--- src/rtl/alu_ctrl_decoder.sv ---
// RV32I ID-stage decoder producing the EX-stage ALU control bundle.
// Decode is combinational from instr_i; results land in the ID/EX register with stall/flush/bubble.
module alu_ctrl_decoder #(
    parameter int unsigned XLEN           = 32,
    parameter logic [3:0]  ILLEGAL_ALU_OP = 4'h0
) (
    input  logic            clk_i,
    input  logic            rst_i,
    input  logic [31:0]     instr_i,
    input  logic [XLEN-1:0] pc_i,
    input  logic            valid_i,
    input  logic            stall_i,
    input  logic            flush_i,
    output logic [3:0]      alu_op_o,
    output logic [1:0]      op_a_sel_o,
    output logic            op_b_sel_o,
    output logic [XLEN-1:0] imm_o,
    output logic [4:0]      rs1_addr_o,
    output logic [4:0]      rs2_addr_o,
    output logic [4:0]      rd_addr_o,
    output logic            rd_we_o,
    output logic [XLEN-1:0] pc_o,
    output logic            valid_o,
    output logic            illegal_o
);

    localparam int unsigned REG_W = 5;

    localparam logic [3:0] ALU_ADD    = 4'h0;
    localparam logic [3:0] ALU_SUB    = 4'h1;
    localparam logic [3:0] ALU_SLT    = 4'h2;
    localparam logic [3:0] ALU_SLTU   = 4'h3;
    localparam logic [3:0] ALU_XOR    = 4'h4;
    localparam logic [3:0] ALU_OR     = 4'h5;
    localparam logic [3:0] ALU_AND    = 4'h6;
    localparam logic [3:0] ALU_SLL    = 4'h7;
    localparam logic [3:0] ALU_SRL    = 4'h8;
    localparam logic [3:0] ALU_SRA    = 4'h9;
    localparam logic [3:0] ALU_PASS_B = 4'hA;

    localparam logic [1:0] SEL_A_RS1 = 2'd0;
    localparam logic [1:0] SEL_A_PC  = 2'd1;

    localparam logic [6:0] OPC_OP     = 7'b0110011;
    localparam logic [6:0] OPC_OP_IMM = 7'b0010011;
    localparam logic [6:0] OPC_LUI    = 7'b0110111;
    localparam logic [6:0] OPC_AUIPC  = 7'b0010111;
    localparam logic [6:0] OPC_LOAD   = 7'b0000011;
    localparam logic [6:0] OPC_JALR   = 7'b1100111;
    localparam logic [6:0] OPC_STORE  = 7'b0100011;
    localparam logic [6:0] OPC_BRANCH = 7'b1100011;
    localparam logic [6:0] OPC_JAL    = 7'b1101111;

    localparam logic [6:0] F7_BASE = 7'b0000000;
    localparam logic [6:0] F7_ALT  = 7'b0100000;

    logic [6:0]       opcode;
    logic [2:0]       funct3;
    logic [6:0]       funct7;
    logic [REG_W-1:0] rd_raw;
    logic [XLEN-1:0]  imm_i_ext;
    logic [XLEN-1:0]  imm_s_ext;
    logic [XLEN-1:0]  imm_b_ext;
    logic [XLEN-1:0]  imm_u_ext;
    logic [XLEN-1:0]  imm_j_ext;
    logic [XLEN-1:0]  imm_shamt;

    assign opcode = instr_i[6:0];
    assign funct3 = instr_i[14:12];
    assign funct7 = instr_i[31:25];
    assign rd_raw = instr_i[11:7];

    assign imm_i_ext = XLEN'($signed(instr_i[31:20]));
    assign imm_s_ext = XLEN'($signed({instr_i[31:25], instr_i[11:7]}));
    assign imm_b_ext = XLEN'($signed({instr_i[31], instr_i[7], instr_i[30:25], instr_i[11:8], 1'b0}));
    assign imm_u_ext = XLEN'($signed({instr_i[31:12], 12'b0}));
    assign imm_j_ext = XLEN'($signed({instr_i[31], instr_i[19:12], instr_i[20], instr_i[30:21], 1'b0}));
    assign imm_shamt = XLEN'(instr_i[24:20]);

    logic [3:0]      dec_alu_op_c;
    logic [1:0]      dec_a_sel_c;
    logic            dec_b_sel_c;
    logic [XLEN-1:0] dec_imm_c;
    logic            dec_we_c;
    logic            dec_illegal_c;

    // Opcode/funct decode; illegal encodings collapse to a neutral, non-writing op at the end
    always_comb begin
        dec_alu_op_c  = ALU_ADD;
        dec_a_sel_c   = SEL_A_RS1;
        dec_b_sel_c   = 1'b0;
        dec_imm_c     = '0;
        dec_we_c      = 1'b0;
        dec_illegal_c = 1'b0;

        if (instr_i[1:0] != 2'b11) begin
            dec_illegal_c = 1'b1;
        end else begin
            case (opcode)
                OPC_OP: begin
                    dec_we_c = 1'b1;
                    case (funct3)
                        3'b000: begin
                            if (funct7 == F7_BASE)     dec_alu_op_c = ALU_ADD;
                            else if (funct7 == F7_ALT) dec_alu_op_c = ALU_SUB;
                            else                       dec_illegal_c = 1'b1;
                        end
                        3'b101: begin
                            if (funct7 == F7_BASE)     dec_alu_op_c = ALU_SRL;
                            else if (funct7 == F7_ALT) dec_alu_op_c = ALU_SRA;
                            else                       dec_illegal_c = 1'b1;
                        end
                        default: begin
                            if (funct7 != F7_BASE) dec_illegal_c = 1'b1;
                            case (funct3)
                                3'b001:  dec_alu_op_c = ALU_SLL;
                                3'b010:  dec_alu_op_c = ALU_SLT;
                                3'b011:  dec_alu_op_c = ALU_SLTU;
                                3'b100:  dec_alu_op_c = ALU_XOR;
                                3'b110:  dec_alu_op_c = ALU_OR;
                                default: dec_alu_op_c = ALU_AND;
                            endcase
                        end
                    endcase
                end
                OPC_OP_IMM: begin
                    dec_we_c    = 1'b1;
                    dec_b_sel_c = 1'b1;
                    dec_imm_c   = imm_i_ext;
                    case (funct3)
                        3'b000: dec_alu_op_c = ALU_ADD;
                        3'b010: dec_alu_op_c = ALU_SLT;
                        3'b011: dec_alu_op_c = ALU_SLTU;
                        3'b100: dec_alu_op_c = ALU_XOR;
                        3'b110: dec_alu_op_c = ALU_OR;
                        3'b111: dec_alu_op_c = ALU_AND;
                        3'b001: begin
                            dec_imm_c    = imm_shamt;
                            dec_alu_op_c = ALU_SLL;
                            if (funct7 != F7_BASE) dec_illegal_c = 1'b1;
                        end
                        default: begin
                            dec_imm_c = imm_shamt;
                            if (funct7 == F7_BASE)     dec_alu_op_c = ALU_SRL;
                            else if (funct7 == F7_ALT) dec_alu_op_c = ALU_SRA;
                            else                       dec_illegal_c = 1'b1;
                        end
                    endcase
                end
                OPC_LUI: begin
                    dec_alu_op_c = ALU_PASS_B;
                    dec_b_sel_c  = 1'b1;
                    dec_imm_c    = imm_u_ext;
                    dec_we_c     = 1'b1;
                end
                OPC_AUIPC: begin
                    dec_a_sel_c = SEL_A_PC;
                    dec_b_sel_c = 1'b1;
                    dec_imm_c   = imm_u_ext;
                    dec_we_c    = 1'b1;
                end
                OPC_LOAD, OPC_JALR: begin
                    dec_b_sel_c = 1'b1;
                    dec_imm_c   = imm_i_ext;
                    dec_we_c    = 1'b1;
                end
                OPC_STORE: begin
                    dec_b_sel_c = 1'b1;
                    dec_imm_c   = imm_s_ext;
                end
                OPC_BRANCH: begin
                    dec_a_sel_c = SEL_A_PC;
                    dec_b_sel_c = 1'b1;
                    dec_imm_c   = imm_b_ext;
                end
                OPC_JAL: begin
                    dec_a_sel_c = SEL_A_PC;
                    dec_b_sel_c = 1'b1;
                    dec_imm_c   = imm_j_ext;
                    dec_we_c    = 1'b1;
                end
                default: dec_illegal_c = 1'b1;
            endcase
        end

        if (dec_illegal_c) begin
            dec_alu_op_c = ILLEGAL_ALU_OP;
            dec_a_sel_c  = SEL_A_RS1;
            dec_b_sel_c  = 1'b0;
            dec_imm_c    = '0;
            dec_we_c     = 1'b0;
        end
        if (rd_raw == '0) dec_we_c = 1'b0;
    end

    // ID/EX register: flush beats stall; an empty slot is an all-zero bubble
    always_ff @(posedge clk_i or posedge rst_i) begin
        if (rst_i) begin
            alu_op_o   <= '0;
            op_a_sel_o <= '0;
            op_b_sel_o <= 1'b0;
            imm_o      <= '0;
            rs1_addr_o <= '0;
            rs2_addr_o <= '0;
            rd_addr_o  <= '0;
            rd_we_o    <= 1'b0;
            pc_o       <= '0;
            valid_o    <= 1'b0;
            illegal_o  <= 1'b0;
        end else if (flush_i || (!stall_i && !valid_i)) begin
            alu_op_o   <= '0;
            op_a_sel_o <= '0;
            op_b_sel_o <= 1'b0;
            imm_o      <= '0;
            rs1_addr_o <= '0;
            rs2_addr_o <= '0;
            rd_addr_o  <= '0;
            rd_we_o    <= 1'b0;
            pc_o       <= '0;
            valid_o    <= 1'b0;
            illegal_o  <= 1'b0;
        end else if (!stall_i) begin
            alu_op_o   <= dec_alu_op_c;
            op_a_sel_o <= dec_a_sel_c;
            op_b_sel_o <= dec_b_sel_c;
            imm_o      <= dec_imm_c;
            rs1_addr_o <= instr_i[19:15];
            rs2_addr_o <= instr_i[24:20];
            rd_addr_o  <= rd_raw;
            rd_we_o    <= dec_we_c;
            pc_o       <= pc_i;
            valid_o    <= 1'b1;
            illegal_o  <= dec_illegal_c;
        end
    end

endmodule

--- config.mk ---
export PLATFORM = sky130hd
export DESIGN_NAME = alu_ctrl_decoder
export DESIGN_NICKNAME = d
export VERILOG_FILES = /design/src/rtl/alu_ctrl_decoder.sv
export SDC_FILE = /design/constraint.sdc
export NUM_CORES = 1
export LEC_CHECK = 0
export BUFFER_PORTS_ARGS = -buffer_cell sky130_fd_sc_hd__buf_2
export CORE_ASPECT_RATIO = 0.75
export CORE_MARGIN = 4
export CORE_UTILIZATION = 40
export DETAILED_ROUTE_END_ITERATION = 6
export PLACE_DENSITY = 0.68
export SYNTH_ARGS = -nofsm -noshare
export SYNTH_HDL_FRONTEND = slang
export SYNTH_SLANG_ARGS = --single-unit
--- constraint.sdc ---
create_clock -name clk_i -period 3.5 [get_ports clk_i]
set_clock_uncertainty 0.15 [all_clocks]
set_input_delay 0 -clock clk_i [delete_from_list [all_inputs] [get_ports clk_i]]
set_output_delay 0 -clock clk_i [all_outputs]
set_load 0.01 [all_outputs]
==> key figures, run 1 <==
Clock network
  – CTS Buffer Depth: 2
  – Clock latency on the worst-skew pair: about 0.33 ns
  – CTS tree: yes
  – TritonCTS Sinks: 88
  – Clock slew at reported path FFs: approximately 0.070 ns
  – Number of H-tree levels: 3
  – Root buf cell: clkbuf_16
  – Post-CTS setup buffer count: 0
  – CTS buffer count: 9

Power and ir drop
  – Pwr dens: ~400 nW/um^2
  – Comb power frac: between 10% and 20%
  – P_leak: 2.835 nW
  – Sw Share: 25.14%
  – Clock power share: 40.5%
  – Worst VDD drop: a little under 0.3 mV
  – Design Power: roughly 2.2 mW
  – Int Pwr: roughly 1.7 mW
  – Reg power frac: between 40% and 50%
  – Switching power: 554.6 uW

Critical path
  – Worst setup EP type: register
  – R2R depth: 1
  – Req. time, crit path: 3.61 ns
  – FF-to-FF setup slack: approximately 2.6 ns
  – CP max stage delay: ~0.52 ns
  – Crit path from: instr_i[5]
  – Critical path, cell by cell: dlygate4sd3_1 -> buf_2 -> nor2b_1 -> nand4_1 -> a31oi_4 -> a21oi_1 -> o21ai_2
  – Max FO, Critical Path: 11
  – Setup crit end: imm_o[22]$_DFFE_PP0P_
  – Worst r2r dst: illegal_o$_DFFE_PP0P_
  – Crit-path slowest cell: dlygate4sd3_1
  – Critical Path AT: approximately 2.1 ns
  – Setup Crit Path Kind: primary input to register
  – Startpoint type of the worst setup path: primary input
  – Critical R2R Launch: illegal_o$_DFFE_PP0P_

STA
  – Final-report hold violation count: 0
  – Slew Viols, Final: 0
  – Worst Tran Pin Value: about 0.96 ns
  – FMAX: 0.4969 GHz
  – Post-layout min period: about 2.0 ns
  – Final setup fails: 0
  – Crit share post-route: a little under three fifths
  – RSZ-0062 raised after global routing: false
  – Fin Hold WS: between 0.03 and 0.04 ns
  – Max-slew headroom: a little over a third
  – Worst Setup Slack, final: 1.488 ns
  – Setup_tns: 0 ns

Global routing
  – Largest net degree at the start of global routing: ~90
  – Total grt overflow: 0
  – GRT Total Usage: between 20% and 30%
  – Wire length of the first global-routing pass: approximately 18 mm
  – Initial antenna violation count: 0
  – Vias in the first global route: ~3500

Synth
  – Syn Nets: between 400 and 500
  – Yosys top cell by area: dfrtp_1
  – Top post-synthesis cells by area: dfrtp_1, a22o_1, nand2_1
  – Synthesized area per cell: 10.81 um^2
  – Post-synthesis sequential area ratio: 57.24%
  – Yosys top cell area share: about 57%
  – Ys Warns: 0
  – Mapped Cells: between 300 and 400
  – Synth cell types: 45
  – Yosys reg bits: between 80 and 90
  – Post-Syn Area: between 3000 and 4000 um^2

Place
  – HPWL after DPL: ~7.8 mm
  – Setup slack at placement: between 1.5 and 2 ns
  – Placed cells: 619
  – GPL Wtd Cong: about 0.9
  – Buffers on Ports: 156

Final layout
  – # nets final: 630
  – Diode count: 0
  – Cell Count, Final, Fillers Out: 694
  – Commonest non-fill, non-tap cells in the layout: buf_2, dfrtp_1, dlygate4sd3_1
  – Area growth syn-to-layout: 44.72%
  – Most common cell after layout, fill and taps aside: buf_2
  – Layout cells sized above 1: between 30% and 40%

Die
  – Height of the chip: between 90 and 100 um
  – Initial Util: approximately two fifths
  – Core Box Area: approximately 9200 um^2
  – Die Wd: 121.2 um
  – Floorplan row count: 30
  – Die area: 11270 um^2
  – I/O pin total: 158

Routing
  – TritonRoute pass-1 iters: 4
  – Post-Route WL: 11.67 mm
  – Routed len/inst: approximately 17 um
  – Vias/cell: about 5.2
  – DRC viols: 0
  – DR vias: approximately 3600
  – DRT iter0 DRCs: roughly 300
  – Antenna viol nets, final: 0

Hold path
  – Hold Crit Class: primary input to register
  – Hold Startpoint: instr_i[3]

Status
  – Status: completed

Run
  – # Max-Cap Violations: 0
## cell type report
| cell class | instances | area (um^2) |
|---|---|---|
| fill | 764 | 3628 |
| sequential | 88 | 2202 |
| multi-input combinational | 236 | 1493 |
| timing repair buffer | 220 | 1409 |
| clock buffer | 9 | 225.2 |
| tap | 128 | 160.2 |
| clock inverter | 7 | 55.05 |
| inverter | 6 | 23.77 |
## flip-flops by register name, summed over array words and instances (netlist names)
name and cells:
op_a_sel_o 1, rs1_addr_o 5, rd_addr_o 5, valid_o 1
op_b_sel_o 1, rs2_addr_o 5, alu_op_o 4, illegal_o 1
pc_o 32, rd_we_o 1, imm_o 32
## cells in the mapped netlist (all sizes together)
cell and number:
o41ai 3, o2bb2ai 1, a2bb2oi 1, a32o 1
xnor2 1, a31oi 1, or2 1, a21o 2
a21oi 27, dfrtp 88, mux2 1, o31ai 2
nor4 1, a211o 1, or2b 1, and2 3
a2111o 1, a32oi 2, and3b 1, nand3 5
o21ai 42, inv 6, nand4 2, buf 12
nand4b 1, o32a 1, and3 2, nor2b 6
a22o 48, o211ai 1, a221oi 1, nor3b 4
conb 1, nand2 56, a22oi 4, nor2 10
clkbuf 14, or4 1
## worst min-delay path by stage
stage | end | slack (ns) | cells after the start
floorplan | imm_o[10]$_DFFE_PP0P_ | -0.01 | 2
global placement | pc_o[24]$_DFFE_PP0P_ | 0.07 | 2
detailed placement | pc_o[13]$_DFFE_PP0P_ | 0.08 | 2
CTS | op_a_sel_o[0]$_DFFE_PP0P_ | 0.02 | 3
global route | imm_o[11]$_DFFE_PP0P_ | 0.07 | 4
finish | op_a_sel_o[0]$_DFFE_PP0P_ | 0.04 | 3
## critical path: cells and delay by family
kind	cells	cell delay (ns)
buffers and inverters	2	0.73
AOI/OAI and AO/OA	3	0.71
and+or+nand+nor	2	0.68
## cell families after synthesis
| family | after synthesis | synth area share [%] |
|---|---|---|
| XOR/XNOR | 1 | 0.2277 |
| multiplexers | 1 | 0.2927 |
| AO/OA/AOI/OAI | 139 | 26.37 |
| flip-flops | 88 | 57.24 |
| buffers and inverters | 32 | 4.292 |
| other | 1 | 0.09747 |
| AND/OR/NAND/NOR | 94 | 11.48 |
## power groups by stage
stage,clock network (mW),registers [mW],logic (mW)
4_1_cts,0.918,1.05,0.261
6_report,0.893,1.05,0.261
2_1_floorplan,0,1.08,0.0998
5_1_grt,0.959,1.05,0.284
3_5_place_dp,0,1.07,0.209
3_3_place_gp,0,1.07,0.203
## repair_timing
action,4_1_cts,5_1_grt
hold buffers,59,0
endpoints found under the hold margin,137,0
resized for setup,0,0
## metal layers
metal  track usage [%]  vias to the layer above  share of wire [%]
met5                 0                        -                  0
met4             6.623                        0                1.9
met3             5.433                       19                6.6
met2             31.44                      133                 46
met1             28.08                     1763                 45
li1                  -                     1705                  -
## metrics by stage
stage / cell area, um^2 / utilization (%)
2_1_floorplan: 3847 / -
3_3_place_gp: 4697 / 51.07
3_5_place_dp: 4697 / 51.07
4_1_cts: 5568 / 60.54
5_1_grt: 5568 / 60.54
6_report: 5568 / 60.54
(Power assumes the default switching activity.)
==> inputs of run 2 (changes only) <==
==> constraint.sdc (replaced) <==
create_clock -name clk_i -period 1.9 [get_ports clk_i]
set_clock_uncertainty 0.15 [all_clocks]
set_input_delay 0 -clock clk_i [delete_from_list [all_inputs] [get_ports clk_i]]
set_output_delay 0 -clock clk_i [all_outputs]
set_load 0.01 [all_outputs]
==> key figures, run 2 (synthesis results as in run 1) <==
Clock network
  – CTS Buffer Depth: 2
  – Post-CTS setup buffer count: 0
  – CTS tree: yes
  – Root buf cell: clkbuf_16
  – TritonCTS Sinks: slightly below 90
  – CTS buffer count: 9
  – Clock latency on the worst-skew pair: 0.33 ns
  – Clock slew at reported path FFs: 0.06 ns
  – Number of H-tree levels: 3

Final layout
  – Biggest regs: imm_o: 32 flops, pc_o: 32 flops
  – Layout cells sized above 1: 36.14%
  – Most common cell after layout, fill and taps aside: buf_2
  – Commonest non-fill, non-tap cells in the layout: buf_2, dfrtp_1, dlygate4sd3_1
  – Area growth syn-to-layout: 47.93%
  – # nets final: ~640
  – Post-route cell area: roughly 5700 um^2
  – Diode count: 0

Die
  – Height of the chip: ~93 um
  – Die area: 11270 um^2
  – Initial Util: roughly two fifths
  – Die Wd: 121.2 um
  – Core Box Area: 9196 um^2
  – Floorplan row count: 30
  – I/O pin total: 158

STA
  – Worst Tran Pin Value: around 0.54 ns
  – Crit share post-route: a little over nine tenths
  – Final setup fails: 0
  – Max-slew headroom: 63.73%
  – Slew Viols, Final: 0
  – FMAX: 0.5547 GHz
  – RSZ-0062 raised after global routing: true
  – Post-layout min period: 1.803 ns
  – Final-report hold violation count: 0

Routing
  – DR vias: about 3700
  – TritonRoute pass-1 iters: 4
  – Vias/cell: about 5.2
  – DRC viols: 0
  – Routed len/inst: roughly 17 um
  – DRT iter0 DRCs: ~420
  – Post-Route WL: around 12 mm
  – Antenna viol nets, final: 0

Place
  – Buffers on Ports: about 160
  – HPWL after DPL: between 8 and 9 mm
  – GPL Wtd Cong: roughly 0.9
  – Placed inst area: approximately 4800 um^2

Power and ir drop
  – Worst VDD drop: between 0.5 and 0.6 mV
  – P_leak: between 2 and 3 nW
  – Pwr dens: 754.2 nW/um^2
  – Design Power: 4.293 mW

Global routing
  – Wire length of the first global-routing pass: slightly below 20 mm
  – Largest net degree at the start of global routing: 54
  – Initial antenna violation count: 0
  – Total grt overflow: 0
  – Vias in the first global route: approximately 3800
  – GRT Total Usage: roughly 22%

Critical path
  – Critical Path AT: roughly 1.9 ns
  – Setup Crit Path Kind: primary input to register
  – Crit-path slowest cell: dlygate4sd3_1
  – FF-to-FF setup slack: 1.00 ns
  – Startpoint type of the worst setup path: primary input
  – Worst setup EP type: register
  – Req. time, crit path: around 2 ns
  – Critical path, cell by cell: dlygate4sd3_1 -> buf_2 -> nor3b_2 -> buf_12 -> nand4_1 -> o41ai_1
  – Max FO, Critical Path: 52
  – CP max stage delay: 0.54 ns

Hold path
  – Hold Crit Class: primary input to register

Status
  – Status: completed

Run
  – # Max-Cap Violations: 0
run 2: worst max-delay path, delay by kind of cell:
family | cells | cell delay (ns)
AO/OA/AOI/OAI | 1 | 0.35
AND/OR/NAND/NOR | 2 | 0.54
buffers and inverters | 3 | 0.97
run 2: where the power goes:
group          switching [mW]  internal, mW  total, mW  leakage (nW)
sequential             0.0238          1.91       1.94          1.21
combinational           0.260         0.238      0.498          1.52
clock                   0.710          1.15       1.86         0.149
total                   0.994          3.30       4.29          2.88
run 2: metal layers:
metal,wire [um],up-vias,track usage (%)
met2,5741,135,34.26
met5,0,-,0
met3,832,17,5.678
met4,218,0,5.877
li1,-,1710,-
met1,5360,1794,29.69
run 2: area by class of cell:
cell class	count	area [um^2]
Fill cell	754	3505
Sequential cell	88	2202
Multi-Input combinational cell	236	1515
Timing Repair Buffer	225	1478
Clock buffer	10	229.0
Tap cell	128	160.2
Clock inverter	5	81.33
Inverter	6	26.28
run 2: stage by stage:
step	setup TNS [ns]	util, %	instances	setup WS [ns]	hold WS [ns]
4_1_cts	0	61.61	698	0.005459	0.02653
3_5_place_dp	0	51.70	623	0.1697	-0.1183
3_3_place_gp	0	51.70	623	0.2376	-0.1326
2_1_floorplan	0	-	356	0.4416	-0.01395
5_1_grt	-0.009259	61.89	698	-0.006975	0.07008
6_report	0	61.89	698	0.09707	0.03240
run 2: worst paths after layout:
| kind | start | endpoint | cells after the start |
|---|---|---|---|
| min in group asynchronous | rst_i | pc_o[6]$_DFFE_PP0P_ | 3 |
| setup reg to reg | pc_o[13]$_DFFE_PP0P_ | pc_o[13]$_DFFE_PP0P_ | 1 |
| hold reg to reg | imm_o[20]$_DFFE_PP0P_ | imm_o[20]$_DFFE_PP0P_ | 2 |
| setup / recovery | stall_i | alu_op_o[0]$_DFFE_PP0P_ | 6 |
| hold / removal | flush_i | rd_we_o$_DFFE_PP0P_ | 5 |
| max in group asynchronous | rst_i | imm_o[29]$_DFFE_PP0P_ | 4 |
run 2: what timing repair did:
action / CTS / global route
hold buffers: 60 / 0
setup endpoints to repair: 0 / 37
hold endpoints to repair: 170 / 0
gates resized for setup: 0 / 9
==> inputs of run 3 (changes only) <==
--- a/config.mk
+++ b/config.mk
@@ -6,7 +6,7 @@
 export NUM_CORES = 1
 export LEC_CHECK = 0
 export BUFFER_PORTS_ARGS = -buffer_cell sky130_fd_sc_hd__buf_2
-export CORE_ASPECT_RATIO = 0.75
+export CORE_ASPECT_RATIO = 1.75
 export CORE_MARGIN = 4
 export CORE_UTILIZATION = 40
 export DETAILED_ROUTE_END_ITERATION = 6
==> constraint.sdc (replaced) <==
create_clock -name clk_i -period 1.8 [get_ports clk_i]
set_clock_uncertainty 0.15 [all_clocks]
set_input_delay 0 -clock clk_i [delete_from_list [all_inputs] [get_ports clk_i]]
set_output_delay 0 -clock clk_i [all_outputs]
set_load 0.01 [all_outputs]
==> key figures, run 3 (synthesis results as in run 1) <==
Status
  – Status: completed

Hold path
  – Hold path depth: 4
  – Hold Startpoint: instr_i[2]
  – WHS Endpoint: alu_op_o[0]$_DFFE_PP0P_
  – Hold Crit Class: primary input to register

Routing
  – Antenna viol nets, final: 0
  – Routed len/inst: 17.57 um
  – TritonRoute pass-1 iters: 4
  – Post-Route WL: about 12 mm
  – DRC viols: 0
  – DRT iter0 DRCs: between 150 and 200
  – DR vias: about 3800
  – Vias/cell: roughly 5.4

Place
  – GPL Wtd Cong: ~0.81
  – HPWL after DPL: 8.039 mm
  – Placed inst area: ~4800 um^2
  – Buffers on Ports: about 160
  – Placed cells: 619

Final layout
  – Commonest non-fill, non-tap cells in the layout: buf_2, dfrtp_1, dlygate4sd3_1
  – Filler Cells Inserted: around 800
  – Area growth syn-to-layout: 52.81%
  – Post-route cell area: roughly 5900 um^2
  – Most common cell after layout, fill and taps aside: buf_2
  – Sequential cell area: 2202 um^2
  – Biggest regs: imm_o: 32 flops, pc_o: 32 flops
  – Layout cells sized above 1: 38.28%
  – # nets final: 644
  – Cell Count, Final, Fillers Out: ~700
  – Area of the multi-input gates: between 1500 and 2000 um^2
  – Diode count: 0
  – Final core utilization: 62.49%

Critical path
  – FF-to-FF setup slack: about 0.44 ns
  – Crit-path slowest cell: dlygate4sd3_1
  – Startpoint type of the worst setup path: primary input
  – Critical Path AT: roughly 1.8 ns
  – Critical path, cell by cell: dlygate4sd3_1 -> clkbuf_4 -> nor2b_4 -> o41ai_2 -> a21o_1 -> o21ai_4 -> clkbuf_16 -> o21ai_0
  – Worst path buffer plus inverter count: 3
  – CP max stage delay: approximately 0.53 ns
  – Req. time, crit path: about 1.9 ns
  – R2R depth: 3
  – Setup Crit Path Kind: primary input to register
  – Max FO, Critical Path: 8
  – Worst setup EP type: register
  – Critical R2R Launch: alu_op_o[3]$_DFFE_PP0P_
  – CP delay by family, top: buffers and inverters
  – Worst r2r dst: alu_op_o[3]$_DFFE_PP0P_

Clock network
  – CTS Buffer Depth: 2
  – Number of H-tree levels: 3
  – TritonCTS Sinks: just under 90
  – CTS tree: yes
  – Root buf cell: clkbuf_16
  – Clock latency on the worst-skew pair: 0.33 ns
  – Clock slew at reported path FFs: 0.06 ns
  – CTS buffer count: 9

Global routing
  – Initial antenna violation count: 0
  – GRT Total Usage: 21.92%
  – Largest net degree at the start of global routing: 89
  – Total grt overflow: 0
  – Vias in the first global route: 3892
  – Wire length of the first global-routing pass: approximately 19 mm

STA
  – Fin Hold WS: roughly 0.018 ns
  – FMAX: between 0.5 and 0.6 GHz
  – RSZ-0062 raised after global routing: true
  – Post-layout min period: roughly 1.7 ns
  – Slew Viols, Final: 0
  – Final-report hold violation count: 0
  – Crit share post-route: a little over nine tenths
  – Final setup fails: 0

Die
  – Core Box Area: roughly 9400 um^2
  – Die area: 11310 um^2
  – Initial Util: around two fifths
  – Die Wd: 82.14 um
  – I/O pin total: ~160
  – Floorplan row count: 47
  – Height of the chip: ~140 um

Power and ir drop
  – Worst VDD drop: 0.5177 mV
  – Design Power: ~4.5 mW
  – P_leak: between 2 and 3 nW
  – Pwr dens: 758.8 nW/um^2

Run
  – # Max-Cap Violations: 0
==> run 3: worst reg2reg max path, stage by stage, from the launching register on <==
cell and delay (ns):
dfrtp_1 0.39, nand2_1 0.06, o21ai_0 0.07, dlygate4sd3_1 0.57
==> run 3: final cells by class <==
class	count	share of cell area (%)
clock buffers	11	4.129
inverters	6	0.4469
clock inverters	5	0.9577
multi-input cells	236	26.86
flip-flops and latches	88	37.45
repair buffers	234	27.56
well taps	122	2.596
==> run 3: worst max path at each step <==
| stage | startpoint | end | slack (ns) | cells after the start |
|---|---|---|---|---|
| after floorplan | instr_i[2] | imm_o[20]$_DFFE_PP0P_ | 0.34 | 7 |
| after global placement | instr_i[2] | imm_o[30]$_DFFE_PP0P_ | 0.14 | 6 |
| after detailed placement | instr_i[2] | imm_o[15]$_DFFE_PP0P_ | 0.08 | 6 |
| after CTS | instr_i[12] | imm_o[5]$_DFFE_PP0P_ | 0.02 | 8 |
| after global routing | instr_i[14] | imm_o[8]$_DFFE_PP0P_ | -0.004 | 8 |
| final | instr_i[14] | imm_o[8]$_DFFE_PP0P_ | 0.06 | 8 |
==> run 3: what timing repair did <==
item	in CTS	in global routing
resized for setup	0	31
buffers inserted	0	1
endpoints found under the setup margin	0	37
hold buffers	63	0
endpoints found under the hold margin	171	0
==> run 3: routing by layer <==
metal	wire length, um	vias to the layer above	GRT usage [%]
li1	-	1733	-
met1	4619	1865	24.87
met2	6582	153	37.35
met3	718	36	5.759
met4	415	0	10.72
met5	0	-	0
==> run 3: per-stage QoR <==
step           setup TNS (ns)  setup WS (ns)
4_1_cts                     0        0.01930
3_5_place_dp                0        0.08166
6_report                    0        0.06272
5_1_grt             -0.004230      -0.004230
2_1_floorplan               0         0.3416
3_3_place_gp                0         0.1394
==> run 3: where the power goes <==
group          switching (mW)  total [mW]  internal, mW  leakage (nW)
combinational           0.285       0.552         0.267          1.63
sequential             0.0247        2.05          2.02          1.21
clock                   0.753        1.86          1.11         0.145
